## config.mk

```make
export PLATFORM = sky130hd
export DESIGN_NAME = ark_rr_arbiter_flat
export DESIGN_NICKNAME = d
export VERILOG_FILES = /design/src/rtl/ark_rr_arbiter_if.sv /design/src/rtl/ark_rr_arbiter.sv /design/src/flat_wrapper.sv
export SDC_FILE = /design/constraint.sdc
export NUM_CORES = 1
export LEC_CHECK = 0
export BUFFER_PORTS_ARGS = -buffer_cell sky130_fd_sc_hd__clkbuf_2
export CORE_AREA = 2 2 250 252
export CTS_CLUSTER_DIAMETER = 100
export DETAILED_ROUTE_END_ITERATION = 10
export DIE_AREA = 0 0 252 254
export PLACE_DENSITY = 0.45
export SLEW_MARGIN = 20
export SYNTH_ARGS = -nofsm -noshare
export SYNTH_HDL_FRONTEND = slang
export SYNTH_SLANG_ARGS = --single-unit
```

## constraint.sdc

```tcl
create_clock -name clk_i -period 2.25 [get_ports clk_i]
set_input_delay 0.45 -clock clk_i [delete_from_list [all_inputs] [get_ports clk_i]]
set_output_delay 0.45 -clock clk_i [all_outputs]
set_load 0.02 [all_outputs]
```

## src/rtl/ark_rr_arbiter_if.sv

```systemverilog
// ark_rr_arbiter_if: two requester channels plus one tagged result stream
// for the shared AddRoundKey stage.
interface ark_rr_arbiter_if #(
  parameter int WIDTH = 128
);
  logic             v0_i;
  logic [WIDTH-1:0] state0_i;
  logic [WIDTH-1:0] key0_i;
  logic             ready0_o;
  logic             v1_i;
  logic [WIDTH-1:0] state1_i;
  logic [WIDTH-1:0] key1_i;
  logic             ready1_o;
  logic             v_o;
  logic [WIDTH-1:0] result_o;
  logic             id_o;
  logic             ready_i;

  modport master (
    output v0_i, state0_i, key0_i,
    output v1_i, state1_i, key1_i,
    output ready_i,
    input  ready0_o, ready1_o,
    input  v_o, result_o, id_o
  );

  modport slave (
    input  v0_i, state0_i, key0_i,
    input  v1_i, state1_i, key1_i,
    input  ready_i,
    output ready0_o, ready1_o,
    output v_o, result_o, id_o
  );
endinterface

```

## src/rtl/ark_rr_arbiter.sv

```systemverilog
// ark_rr_arbiter: round-robin share of one state^key stage, 1-entry output.
// Optional saturating grant counters: define ARK_ARB_STATS_EN.
module ark_rr_arbiter #(
  parameter int WIDTH = 128,
  parameter int CNT_W = 16
) (
  input  logic            clk_i,
  input  logic            reset_n_i,
  ark_rr_arbiter_if.slave bus
`ifdef ARK_ARB_STATS_EN
  ,
  output logic [CNT_W-1:0] grant_cnt0_o,
  output logic [CNT_W-1:0] grant_cnt1_o
`endif
);

  logic             r_v;
  logic [WIDTH-1:0] r_res;
  logic             r_id;
  logic             r_last;

  logic             w_free;
  logic             w_g0;
  logic             w_g1;
  logic [WIDTH-1:0] w_data;

  assign w_free = !r_v | bus.ready_i;

  // Round-robin grant; a tie goes to the channel not served last.
  always_comb begin
    w_g0 = 1'b0;
    w_g1 = 1'b0;
    if (reset_n_i && w_free) begin
      unique case (1'b1)
        (bus.v0_i & bus.v1_i): begin
          w_g0 = r_last;
          w_g1 = !r_last;
        end
        (bus.v0_i & !bus.v1_i): w_g0 = 1'b1;
        (!bus.v0_i & bus.v1_i): w_g1 = 1'b1;
        default: ;
      endcase
    end
  end

  // Single shared XOR, operands picked by the grant.
  always_comb begin
    w_data = bus.state0_i ^ bus.key0_i;
    if (w_g1) begin
      w_data = bus.state1_i ^ bus.key1_i;
    end
  end

  // Output slot: load on grant, drain on accept, hold otherwise.
  always_ff @(posedge clk_i) begin
    if (!reset_n_i) begin
      r_v    <= 1'b0;
      r_res  <= '0;
      r_id   <= 1'b0;
      r_last <= 1'b1;
    end else if (w_g0 | w_g1) begin
      r_v    <= 1'b1;
      r_res  <= w_data;
      r_id   <= w_g1;
      r_last <= w_g1;
    end else if (bus.ready_i) begin
      r_v    <= 1'b0;
    end
  end

  assign bus.ready0_o = w_g0;
  assign bus.ready1_o = w_g1;
  assign bus.v_o      = r_v;
  assign bus.result_o = r_res;
  assign bus.id_o     = r_id;

`ifdef ARK_ARB_STATS_EN
  logic [CNT_W-1:0] r_cnt0;
  logic [CNT_W-1:0] r_cnt1;

  // Per-channel grant counters, saturating at all-ones.
  always_ff @(posedge clk_i) begin
    if (!reset_n_i) begin
      r_cnt0 <= '0;
      r_cnt1 <= '0;
    end else begin
      if (w_g0 && (r_cnt0 != '1)) begin
        r_cnt0 <= r_cnt0 + CNT_W'(1);
      end
      if (w_g1 && (r_cnt1 != '1)) begin
        r_cnt1 <= r_cnt1 + CNT_W'(1);
      end
    end
  end

  assign grant_cnt0_o = r_cnt0;
  assign grant_cnt1_o = r_cnt1;
`endif

endmodule

```

## src/flat_wrapper.sv

```systemverilog
// flat-port wrapper written by rule: the top's interface ports become plain ports
module ark_rr_arbiter_flat 
#(
  parameter int WIDTH = 128,
  parameter int CNT_W = 16
)
  (clk_i, reset_n_i, bus_v0_i, bus_state0_i, bus_key0_i, bus_v1_i, bus_state1_i, bus_key1_i, bus_ready_i, bus_ready0_o, bus_ready1_o, bus_v_o, bus_result_o, bus_id_o);
  ark_rr_arbiter_if #(.WIDTH(WIDTH)) bus_i ();
  input  logic clk_i;
  input  logic reset_n_i;
  input wire logic [$bits(bus_i.v0_i)-1:0] bus_v0_i;
  input wire logic [$bits(bus_i.state0_i)-1:0] bus_state0_i;
  input wire logic [$bits(bus_i.key0_i)-1:0] bus_key0_i;
  input wire logic [$bits(bus_i.v1_i)-1:0] bus_v1_i;
  input wire logic [$bits(bus_i.state1_i)-1:0] bus_state1_i;
  input wire logic [$bits(bus_i.key1_i)-1:0] bus_key1_i;
  input wire logic [$bits(bus_i.ready_i)-1:0] bus_ready_i;
  output wire logic [$bits(bus_i.ready0_o)-1:0] bus_ready0_o;
  output wire logic [$bits(bus_i.ready1_o)-1:0] bus_ready1_o;
  output wire logic [$bits(bus_i.v_o)-1:0] bus_v_o;
  output wire logic [$bits(bus_i.result_o)-1:0] bus_result_o;
  output wire logic [$bits(bus_i.id_o)-1:0] bus_id_o;
  assign bus_i.v0_i = bus_v0_i;
  assign bus_i.state0_i = bus_state0_i;
  assign bus_i.key0_i = bus_key0_i;
  assign bus_i.v1_i = bus_v1_i;
  assign bus_i.state1_i = bus_state1_i;
  assign bus_i.key1_i = bus_key1_i;
  assign bus_i.ready_i = bus_ready_i;
  assign bus_ready0_o = bus_i.ready0_o;
  assign bus_ready1_o = bus_i.ready1_o;
  assign bus_v_o = bus_i.v_o;
  assign bus_result_o = bus_i.result_o;
  assign bus_id_o = bus_i.id_o;
  ark_rr_arbiter #(.WIDTH(WIDTH), .CNT_W(CNT_W)) u_core (.clk_i(clk_i), .reset_n_i(reset_n_i), .bus(bus_i));
endmodule
```

# == Yosys cells after proc, flatten, opt, wreduce, memory -nomap -nowiden ==
# Cells that the tools add are included.
# word_totals
register_bits,131
in_bits,517
wordCells,24
# op_classes
n_bitwise,7
n_reduce_logical,6
n_mux,7
# op_table
op,count
XOR 128 bit,2
two-way mux 128 bit,1
zero test 1 bit,4
two-way mux 1 bit,4
one-hot mux 1 bit (2 select lines),2
AND 1 bit,3
bitwise OR 1 bit,2
nonzero test 2 bit,1
logical AND 1 bit,1

# == Longest topological paths before layout ==
# Gate-level depths: netlist of run 1.
# depth
ltp_word,6
mapped_depth,6
ltp_nobuf,3

# == Worst setup path after synthesis of run 1 ==
# OpenSTA, ideal clock, no wires.
# synth_timing
kind,input-to-output
from,input reset_n_i
to,output bus_ready1_o
cell_stages,5
path_buffers,3
slack_ns,0.511
t_arrival_ns,1.289
cell_sequence,buf_4 buf_4 clkbuf_1 nand3_1 inv_1
# synth_via
elab_chain_cells,2
# synth_lines
element,line_no,source
"start, declared",flat_wrapper.sv:10,input logic reset_n_i;
logical AND 1 bit,ark_rr_arbiter.sv:33,if (reset_n_i && w_free) begin
two-way mux 1 bit,ark_rr_arbiter.sv:33,
"end, declared",flat_wrapper.sv:19,output wire logic [$bits(bus_i.ready1_o)-1:0] bus_ready1_o;
# Every way passes these cells.

# == Worst setup path after layout of run 1 ==
# layout_timing
from,register u_core.r_last
to,output bus_ready1_o
# layout_via
elab_chain_cells,3
# layout_lines
element,line_no,source
"start, declared",ark_rr_arbiter.sv:20,logic r_last;
"start signal, assigned",ark_rr_arbiter.sv:65,r_last <= w_g1;
zero test 1 bit,ark_rr_arbiter.sv:37,w_g1 = !r_last;
one-hot mux 1 bit (2 select lines),ark_rr_arbiter.sv:34,unique case (1'b1)
two-way mux 1 bit,ark_rr_arbiter.sv:33,
# Every way passes these cells.

==> impl_results.md, run 1 <==
* Tmin final at between 1.5 and 2 ns
* Core Region at 61300 µm²
* Antenna cells at 0
* Top cells by area, synth: dfxtp_1, xor2_1, o32ai_2, a31oi_1, inv_1
* First-pass DRT Iterations at 4
* Slew Limit Headroom at 68.4%
* Cell area after synthesis at around 9000 µm²
* Reg2Reg Depth at 5
* Max Freq at 525 MHz
* Pins Over Slew Limit at 0
* Die Y at 254 µm
* Sw Pwr at 2.82 mW
* Slowest CP cell: dfxtp_1
* Crit start category: flip-flop
* Clk_skew at 0.0237 ns
* Final hold violations at 0
* Clk pin slew, worst setup/hold paths at 0.06 ns
* Final Worst Setup Slack at 0.347 ns
* Core Rows at 91
* Routed length on met2 at 19800 µm
* FF+latch count, synth at 131
* R2R setup slack at roughly 0.75 ns
* Die ar. at 64000 µm²
* GR Util All Layers at between 10 and 15%
* Area growth from synthesis to layout at 51.8%
* Post-CTS Setup Bufs at 0
* Wl on met1 at 15100 µm
* Cells after Synth at 1001
* PortBufs at 648
* Seq/Total Area, Yosys at 28.3%
* Post-synth cell types at 24
* Clk buf depth at 2
* WS Path Type: flip-flop to output port
* Die width at 252 µm
* Antenna-violating nets left at 0
* Clk_lat worst skew at 0.47 ns
* Gate power share at 32.5%
* Wire length per cell at 15.6 µm
* Worst path cell trace: a21boi_4, nand3_1, inv_1, clkbuf_2
* Worst Max-Slew Pin Slew at 0.473 ns
* R2R Path End: u_core.bus.result_o[48]
* Num CTS Buffers at 17
* Synth async-reset ratio at 0%
* Starting density of the core at between 10% and 20%
* Total Wirelength at 37700 µm
* Syn nets at about 1500
* EDFF count, synth at 0
* Peak VDD IR at 557 µV
* Layout fillers at 6778
* CTS tree: built
* Root Buffer: clkbuf_16
* Highest Signal Layer: met4
* Most frequent cells after synthesis: xor2_1, dfxtp_1, inv_1
* Metal3 WL at slightly above 2000 µm
* Share of cells above drive strength 1 at 51.4%
* Reg-to-Reg Start: u_core.bus.v_o
* Final setup viols at 0
* Post-Syn Area per Cell at 9.26 µm²
* DPL Wire Length at between 20000 and 30000 µm
* Core Util, Final at around 23%
* Max-cap check violation count at 0
* Post-synth top area cell: dfxtp_1
* CP Capture Type: output port
* Setup WS pre-CTS at 0.353 ns
* Crit path max-delay family: flip-flops
* Via count at 9623
* Pwr Density at 599 nW/µm²
* Status: completed
* Hold-fix buffers, CTS at 0
* Post-CTS sizing at 0
* Crit path buf inv count at 2
* Yosys top cell area share at 28.3%
* First-pass GRT wire length at 56100 µm
* Synth warnings at 0
* Critical Path Stages at 4
* Internal power at 5.61 mW
* Vias in the first global route at 10100
* GRT overflow at 0
* Drt drc at 0
* Hold Path Class: primary input to flip-flop
* Fin nets at 2134
* Arrival @ worst endpoint at 1.45 ns
* Clock network power share at approximately 36%
* Sw Ratio at 33.5%
* Vias per cell at just under 4
* Crit path capture: bus_ready1_o
* Ys flop type: dfxtp_1
* Crit path launch: u_core.r_last
* Part of the power in registers at roughly 32%
* Fin crit share at 84.6%
* Crit path max fanout at 4
* Leakage Power at 6.61 nW
* Worst EP required at roughly 1.8 ns
* Level count of the clock H-tree at 4
* RSZ-0062 raised after global routing: no
* Most common cell in the netlist: xor2_1
* Sink Count at 131
* Largest net degree at the start of global routing at 72
* Max stage delay on crit path at approximately 0.36 ns
* Final Wtd Congestion at ~0.9
* Initial antenna violation count at 0
* Top Ports at 649
* Setup_tns at 0 ns
* Drt initial violations at between 300 and 400
==> flip-flops by register name, indices dropped and copies added, names as in the netlist <==
signal,cells
u_core.r_last,1
u_core.bus.id_o,1
u_core.bus.result_o,128
u_core.bus.v_o,1
==> layer usage <==
layer,vias up,GRT usage [%]
met5,-,0
met4,0,4.21
met3,36,2.71
met2,371,20.9
met1,4526,12.7
li1,4690,-
==> stage by stage <==
step | instance area [µm²] | hold slack (ns) | cells | power, mW
2_1_floorplan | 9270 | 0.507 | 1001 | 4.31
3_3_place_gp | 13500 | 0.451 | 2388 | 5.48
3_5_place_dp | 13500 | 0.450 | 2388 | 5.52
4_1_cts | 14100 | 0.268 | 2418 | 8.63
5_1_grt | 14100 | 0.289 | 2418 | 8.90
6_report | 14100 | 0.335 | 2418 | 8.44
==> final cells by class <==
type	count	area, µm²	share of cell area [%]
Sequential cell	131	2620	18.6
Timing Repair Buffer	683	3700	26.2
Clock buffer	20	447	3.17
Inverter	131	492	3.49
Clock inverter	10	159	1.13
Tap cell	790	988	7.02
Multi-Input combinational cell	653	5680	40.3
==> cell usage in the layout (no fill, tap or decap), drive strengths merged, types with 2 or more instances in the layout <==
cell type and instances:
o21ai 2, clkinvlp 2, o32ai 128, a31oi 127, xor2 256, dfxtp 131
clkinv 4, a21boi 2, clkbuf 667, inv 131, bufinv 4, buf 36
nor2 130
==> how the worst min path moves through the flow <==
stage / start / endpoint / slack (ns) / cells after the start
6_report: bus_state1_i[109] / u_core.bus.result_o[109] / 0.33 / 4
2_1_floorplan: u_core.r_last / u_core.r_last / 0.51 / 2
3_5_place_dp: u_core.bus.result_o[110] / u_core.bus.result_o[110] / 0.45 / 2
5_1_grt: reset_n_i / u_core.r_last / 0.29 / 2
3_3_place_gp: u_core.bus.result_o[115] / u_core.bus.result_o[115] / 0.45 / 2
4_1_cts: reset_n_i / u_core.r_last / 0.27 / 2
==> tightest hold or removal path, delay by kind of cell <==
kind | cells | cell delay (ns)
AO/OA/AOI/OAI | 1 | 0.09
AND/OR/NAND/NOR | 1 | 0.09
buffers and inverters | 1 | 0.08
XOR/XNOR | 1 | 0.05
==> power groups by stage <==
stage,combinational (mW),sequential (mW),clock [mW]
finish,2.74,2.70,3.00
global route,2.96,2.73,3.22
CTS,2.78,2.70,3.14
detailed placement,2.77,2.75,0
global placement,2.74,2.75,0
floorplan,1.30,3.02,0
==> cell families after synthesis <==
group / share of synthesized area, %
XOR/XNOR: 24.2
AND/OR/NAND/NOR: 5.71
buffers and inverters: 10.8
flip-flops: 28.3
AO/OA/AOI/OAI: 31.0
Note: power is estimated with default switching activity, not from simulation.
==> run 2, diff against run 1 <==
ABC_AREA = 1   (was unset)
PLACE_DENSITY = 0.46   (was 0.45)
clock period = 1.6 ns   (was 2.25 ns; I/O delays follow)
==> run 2 against run 1 <==
  * Register-to-register slack worse by 0.77 ns
  * Critical endpoint unchanged
  * The flow now finishes with violations (setup timing)
  * Cell count is 19% higher
  * Sequential share of layout area down 1.4 points
  * Largest power group unchanged
  * First-iteration DRC count up 2.0%
  * Clock power up 43%
  * Non-clock buffer count rose by 70
==> impl_results.md, run 2 <==
* GRT overflow at 0 (unchanged)
* Failing checks: setup timing
* Max-cap check violation count at 0 (unchanged)
* Via count at 10700 (+11%)
* Die width at 252 µm (unchanged)
* Drt drc at 0 (unchanged)
* Clk_lat worst skew at 0.46 ns (about the same)
* Status: finished, violations left
* Post-synth cell types at 18 (-25%)
* Clk_skew at 0.0139 ns (-0.00978 ns)
* Slew Limit Headroom at 62.5% (-5.9 points)
* Sw Pwr at 4.04 mW (+43%)
* FF+latch count, synth at 131 (unchanged)
* Antenna cells at 0 (unchanged)
* Synth warnings at 0 (unchanged)
* Worst EP required at 1.28 ns (-0.52 ns)
* Cells after Synth at 1390 (+39%)
* Initial antenna violation count at 0 (unchanged)
* Die Y at 254 µm (unchanged)
* Core Region at 61300 µm² (unchanged)
* Vias in the first global route at 10300 (+1.3%)
* CTS tree: built
* Max stage delay on crit path at 0.34 ns (-0.02 ns)
* PortBufs at 648 (unchanged)
* Area after DPL at 13800 µm² (+2.7%)
* Most frequent cells after synthesis: nand2_1, nor2_1, dfxtp_1
* Total Wirelength at 40000 µm (+6.0%)
* Clk pin slew, worst setup/hold paths at 0.07 ns (about the same)
* CP Capture Type: output port
* Tmin final at 1.62 ns
* Max reg flops at 128 (unchanged)
* Clk buf depth at 2 (unchanged)
* Synth async-reset ratio at 0% (unchanged)
* DPL Wire Length at 29300 µm (-1.5%)
* Finished layout cell area at 15200 µm² (+8.1%)
* GR Util All Layers at 10.9% (-0.51 points)
* Pwr Density at 803 nW/µm² (+34%)
* Sequential cell area at 2630 µm² (about the same)
* Starting density of the core at 15.2% (+0.092 points)
* Final Wtd Congestion at 0.786 (-11%)
* EDFF count, synth at 0 (unchanged)
* Most frequent cells in the layout: clkbuf_2, nand2_1, nor2_1
* Fin crit share at 101%
* First-pass DRT Iterations at 5 (+1)
* Yosys top cell area share at 28.1% (-0.17 points)
* Crit path top cell by count: nand2_2
* Commonest non-fill, non-tap cell in the layout: clkbuf_2
* Vias per cell at 3.73 (-6.4%)
* Final setup viols at 7 (+7)
* Core Rows at 91 (unchanged)
* Gate power share at 34.3% (+1.8 points)
* Level count of the clock H-tree at 4 (unchanged)
* Top Ports at 649 (unchanged)
* Most common cell in the netlist: nand2_1
* Internal power at 8.18 mW (+46%)
* Final hold violations at 0 (unchanged)
* Multi-input gate area at 6270 µm² (+11%)
* Worst Max-Slew Pin Slew at 0.558 ns (+0.0845 ns)
* Die ar. at 64000 µm² (unchanged)
* Top cells by area, synth: dfxtp_1, nand2_1, nor2_1, xnor2_1, xor2_1
* Root Buffer: clkbuf_16
* Fin nets at 2594 (+22%)
* Max Freq at 617 MHz
* Antenna-violating nets left at 0 (unchanged)
* Share of cells above drive strength 1 at 39.2% (-12 points)
* Num CTS Buffers at 17 (unchanged)
* Crit path max fanout at 3 (-1)
* Core Util, Final at 24.9% (+1.9 points)
* Part of the power in registers at 30.6% (-1.4 points)
* Drt initial violations at 359 (+2.0%)
* Hold WS at 0.211 ns (-0.124 ns)
* Area growth from synthesis to layout at 63.2%
* Worst path cell trace: nand2_2, nand2_2, nor2_4, buf_12, buf_8
* Cell area after synthesis at 9330 µm² (+0.61%)
* Seq/Total Area, Yosys at 28.1% (-0.17 points)
* Slowest CP cell: dfxtp_2
* Hold Path Class: primary input to flip-flop
* First-pass GRT wire length at 53800 µm (-4.0%)
* Arrival @ worst endpoint at 1.30 ns (-0.15 ns)
* Crit path buf inv count at 2 (unchanged)
* Leakage Power at 7.59 nW (+15%)
* Final Worst Setup Slack at -0.0216 ns (-0.369 ns)
* Peak VDD IR at 751 µV (+35%)
* WS Path Type: flip-flop to output port
* Sw Ratio at 33.0% (-0.43 points)
* Ys flop type: dfxtp_1
* Post-Syn Area per Cell at 6.71 µm² (-28%)
* Layout fillers at 7001 (+3.3%)
* Pins Over Slew Limit at 0 (unchanged)
* Crit path max-delay family: flip-flops
* Clock network power share at 35.1% (-0.4 points)
* Sink Count at 131 (unchanged)
* Post-synth top area cell: dfxtp_1
* Syn nets at 1907 (+26%)
* RSZ-0062 raised after global routing: yes
* Wire length per cell at 13.9 µm (-11%)
* Hold-fix buffers, CTS at 0 (unchanged)
* Largest net degree at the start of global routing at 71 (-1.4%)
* Crit start category: flip-flop
==> run 2: changes by cell type after synthesis, sizes merged, moves of 3 or more <==
cell | before | now
nand2 | 1 | 393
nor2 | 130 | 385
a21oi | 0 | 3
buf | 71 | 67
xor2 | 256 | 128
a31oi | 127 | 1
nand3b | 1 | 128
o32ai | 128 | 0
xnor2 | 0 | 128
inv | 131 | 5
clkbuf | 15 | 18
==> run 2: power groups by stage <==
| stage | Sequential, mW | Combinational (mW) | Clock [mW] |
|---|---|---|---|
| floorplan | 4.20 | 1.79 | 0 |
| global placement | 3.81 | 3.92 | 0 |
| detailed placement | 3.81 | 3.90 | 0 |
| CTS | 3.74 | 4.00 | 4.48 |
| global route | 3.78 | 4.63 | 4.63 |
| finish | 3.74 | 4.19 | 4.29 |
==> run 2: metal layers <==
layer  GRT usage, %  up-vias  routed length [µm]
met4           3.62        0                 690
met1           12.6     4673               17300
met5              0        -                   0
li1               -     5633                   -
met3           2.78       31                2520
met2           19.5      392               19500
==> run 2: area by class of cell <==
type / instances / area share, %
clock buffers: 22 / 3.18
clock inverters: 10 / 0.970
multi-input cells: 1169 / 41.2
repair buffers: 753 / 30.8
flip-flops and latches: 131 / 17.2
well taps: 790 / 6.49
inverters: 5 / 0.123
==> run 2: logic make-up (layout without fill, tap and decap cells) <==
| family | Yosys count | in the layout | synth area share, % |
|---|---|---|---|
| compound gates | 4 | 4 | 0.268 |
| xor+xnor | 256 | 256 | 24.0 |
| buf+inv | 90 | 790 | 5.74 |
| flops | 131 | 131 | 28.1 |
| simple gates | 909 | 909 | 41.9 |
==> run 2: through the flow <==
step / total power, mW / worst slack (ns) / TNS (ns) / instances
global route: 13.0 / -0.103 / -4.84 / 2880
global placement: 7.72 / -0.0963 / -2.01 / 2819
CTS: 12.2 / -0.0780 / -0.167 / 2860
detailed placement: 7.71 / -0.0926 / -1.67 / 2819
finish: 12.2 / -0.0216 / -0.0720 / 2880
floorplan: 5.99 / 0.151 / 0 / 1390
==> run 2: what timing repair did <==
item | in CTS | in global routing
gates cloned | 2 | 14
gates resized for setup | 17 | 60
pin swaps | 7 | 12
buffers inserted | 7 | 6
endpoints found under the setup margin | 3 | 111
hold endpoints to repair | 0 | 0
==> run 2: final timing paths <==
check / from / to / slack [ns] / depth (start not counted)
worst max-delay path: u_core.r_last / bus_ready1_o / -0.02 / 5
worst min-delay path: reset_n_i / u_core.bus.v_o / 0.21 / 3
worst max register to register: u_core.r_last / u_core.bus.result_o[49] / -0.02 / 10
worst min register to register: u_core.bus.id_o / u_core.bus.id_o / 0.48 / 2
==> run 2: tightest hold or removal path, cell delays in order <==
cell     delay [ns]
buf_4          0.13
inv_1          0.12
a31oi_1        0.06
==> run 3, diff against run 2 <==
GPL_TIMING_DRIVEN = 0   (was unset)
PLACE_DENSITY = unset   (was 0.46)
==> run 3 against run 2 <==
  * The run still ends with setup timing left
  * Sequential power hardly changed
  * Design area down 4.6%
  * Fmax down 12%
  * Global-route usage increased by 1.5 points
  * Largest cell class unchanged
  * Largest power group is now combinational logic
==> impl_results.md, run 3 (synthesized netlist as in run 2, its figures left out) <==
* Crit path top cell by count: buf_12
* Failing checks: setup timing
* First-pass GRT wire length at 58000 µm (+7.8%)
* Largest net degree at the start of global routing at 17 (-76%)
* Total Wirelength at 41500 µm (+3.7%)
* Slowest CP cell: dfxtp_2
* Core Util, Final at 23.7% (-1.2 points)
* Crit start category: flip-flop
* Area after DPL at 13600 µm² (-2.0%)
* Via count at 10800 (+0.67%)
* Num CTS Buffers at 17 (unchanged)
* Core Rows at 91 (unchanged)
* GR Util All Layers at 12.4% (+1.5 points)
* Dpl cells at 2827 (+0.28%)
* CTS tree: built
* HP Start: reset_n_i
* R2R Path End: u_core.bus.result_o[43]
* Drt drc at 0 (unchanged)
* Worst Max-Slew Pin Slew at 0.646 ns (+0.0886 ns)
* Setup_tns at -1.57 ns (-1.50 ns)
* Worst path cell trace: inv_2, a21oi_2, nand2_2, buf_12, buf_12, clkinv_4, buf_8
* Max-cap check violation count at 0 (unchanged)
* Max reg flops at 128 (unchanged)
* Internal power at 7.76 mW (-5.2%)
* Part of the power in registers at 32.3% (+1.7 points)
* Metal3 WL at 2750 µm (+9.1%)
* Tmin final at 1.85 ns (+0.225 ns)
* Core Region at 61300 µm² (unchanged)
* Setup WS pre-CTS at -0.685 ns (-0.592 ns)
* Initial antenna violation count at 0 (unchanged)
* Commonest non-fill, non-tap cell in the layout: clkbuf_2
* Leakage Power at 7.28 nW (-4.2%)
* Gate power share at 34.1% (-0.2 points)
* Fin crit share at 115% (+14 points)
* Final Wtd Congestion at 0.880 (+12%)
* Arrival @ worst endpoint at 1.53 ns (+0.23 ns)
* WS Path Type: flip-flop to output port
* Status: finished, violations left
* Most frequent cells in the layout: clkbuf_2, nand2_1, nor2_1
* Slew Limit Headroom at 56.9% (-5.6 points)
* Top Ports at 649 (unchanged)
* Reg2Reg Depth at 9 (-1)
* Sink Count at 131 (unchanged)
* Layout fillers at 6976 (-0.36%)
* GRT overflow at 0 (unchanged)
* Area growth from synthesis to layout at 55.6%
* Max Freq at 542 MHz (-12%)
* Clk_skew at 0.0118 ns (-0.00206 ns)
* First-pass DRT Iterations at 5 (unchanged)
* Total chip power at 11.7 mW (-4.7%)
* R2R setup slack at -0.06 ns (-0.04 ns)
* Clock network power share at 33.6% (-1.5 points)
* Final hold violations at 0 (unchanged)
* Share of cells above drive strength 1 at 37.0% (-2.2 points)
* Non-filler cells, final at 2869 (-0.38%)
* Clk buf depth at 2 (unchanged)
* Die width at 252 µm (unchanged)
* DPL Wire Length at 33700 µm (+15%)
* Hold Path Sink: u_core.bus.v_o
* Finished layout cell area at 14500 µm² (-4.6%)
* Fin nets at 2583 (-0.42%)
* RSZ-0062 raised after global routing: yes
* Hold-fix buffers, CTS at 0 (unchanged)
* Final setup viols at 42 (+35)
* Pwr Density at 803 nW/µm² (about the same)
* Die Y at 254 µm (unchanged)
* Worst hold path stage count at 3 (unchanged)
* Wire length per cell at 14.5 µm (+4.1%)
* Vias in the first global route at 9952 (-3.0%)
* Sw Pwr at 3.89 mW (-3.7%)
* Reg-to-Reg Start: u_core.r_last
* Final Worst Setup Slack at -0.247 ns (-0.225 ns)
* CP Capture Type: output port
* Level count of the clock H-tree at 4 (unchanged)
* Routed length on met2 at 20100 µm (+3.4%)
* Root Buffer: clkbuf_16
* Antenna-violating nets left at 0 (unchanged)
* PortBufs at 647 (-0.15%)
* Highest Signal Layer: met4
* Sw Ratio at 33.4% (+0.34 points)
* Hold Path Class: primary input to flip-flop
* Die ar. at 64000 µm² (unchanged)
* Drt initial violations at 509 (+42%)
* Starting density of the core at 15.2% (unchanged)
* Crit path max-delay family: buffers and inverters
* Worst EP required at 1.28 ns (about the same)
* Clk pin slew, worst setup/hold paths at 0.06 ns (about the same)
* Pins Over Slew Limit at 0 (unchanged)
* Clk_lat worst skew at 0.46 ns (about the same)
* Peak VDD IR at 806 µV (+7.3%)
* Crit path buf inv count at 5 (+3)
* Wl on met1 at 17600 µm (+1.6%)
* Vias per cell at 3.76 (+1.1%)
* Crit path max fanout at 3 (unchanged)
* Hold WS at 0.172 ns (-0.0392 ns)
* Max stage delay on crit path at 0.34 ns (about the same)
## run 3: cell count changes in the layout (fill, tap and decap cells not counted), sizes merged, moves of 2 or more
cell / previous run / this run
buf: 96 / 73
clkbuf: 678 / 695
clkinvlp: 3 / 0
inv: 6 / 4
## run 3: tightest hold or removal path, stage by stage
cell     delay, ns
buf_4         0.14
inv_1         0.08
a31oi_1       0.05
## run 3: power groups by stage
stage | Clock [mW] | Combinational, mW | Sequential (mW)
2_1_floorplan | 0 | 1.79 | 4.20
3_3_place_gp | 0 | 3.87 | 3.81
3_5_place_dp | 0 | 3.87 | 3.83
4_1_cts | 4.10 | 4.01 | 3.76
5_1_grt | 4.21 | 4.37 | 3.80
6_report | 3.92 | 3.98 | 3.76
## run 3: repair_timing
item                                    4_1_cts  5_1_grt
gates cloned                                  1        0
resized for setup                            66       30
pin swaps                                     4        3
endpoints found under the setup margin      131      128
setup buffers                                 8        2
## run 3: worst max path at each step
stage             startpoint                      to  slack [ns]  cells past startpoint
6_report       u_core.r_last            bus_ready0_o       -0.25                      7
3_3_place_gp       reset_n_i  u_core.bus.result_o[3]       -0.69                      5
5_1_grt        u_core.r_last            bus_ready0_o       -0.34                      7
3_5_place_dp     bus_ready_i            bus_ready1_o       -0.68                      8
2_1_floorplan      reset_n_i            bus_ready0_o        0.15                      7
4_1_cts        u_core.r_last            bus_ready0_o       -0.37                      7
## run 3: final cells by class
class / count / area (µm²) / area share (%)
inverters: 5 / 23.8 / 0.164
multi-input cells: 1169 / 6210 / 42.7
flip-flops and latches: 131 / 2630 / 18.1
clock inverters: 5 / 75.1 / 0.517
repair buffers: 657 / 3390 / 23.4
plain buffers: 85 / 717 / 4.94
diodes: 1 / 2.50 / 0.0172
well taps: 790 / 988 / 6.81
clock buffers: 26 / 489 / 3.37
## run 3: layer usage
metal	track usage, %	vias up
li1	-	5611
met1	14.6	4758
met2	21.1	390
met3	3.40	42
met4	5.07	0
met5	0	-
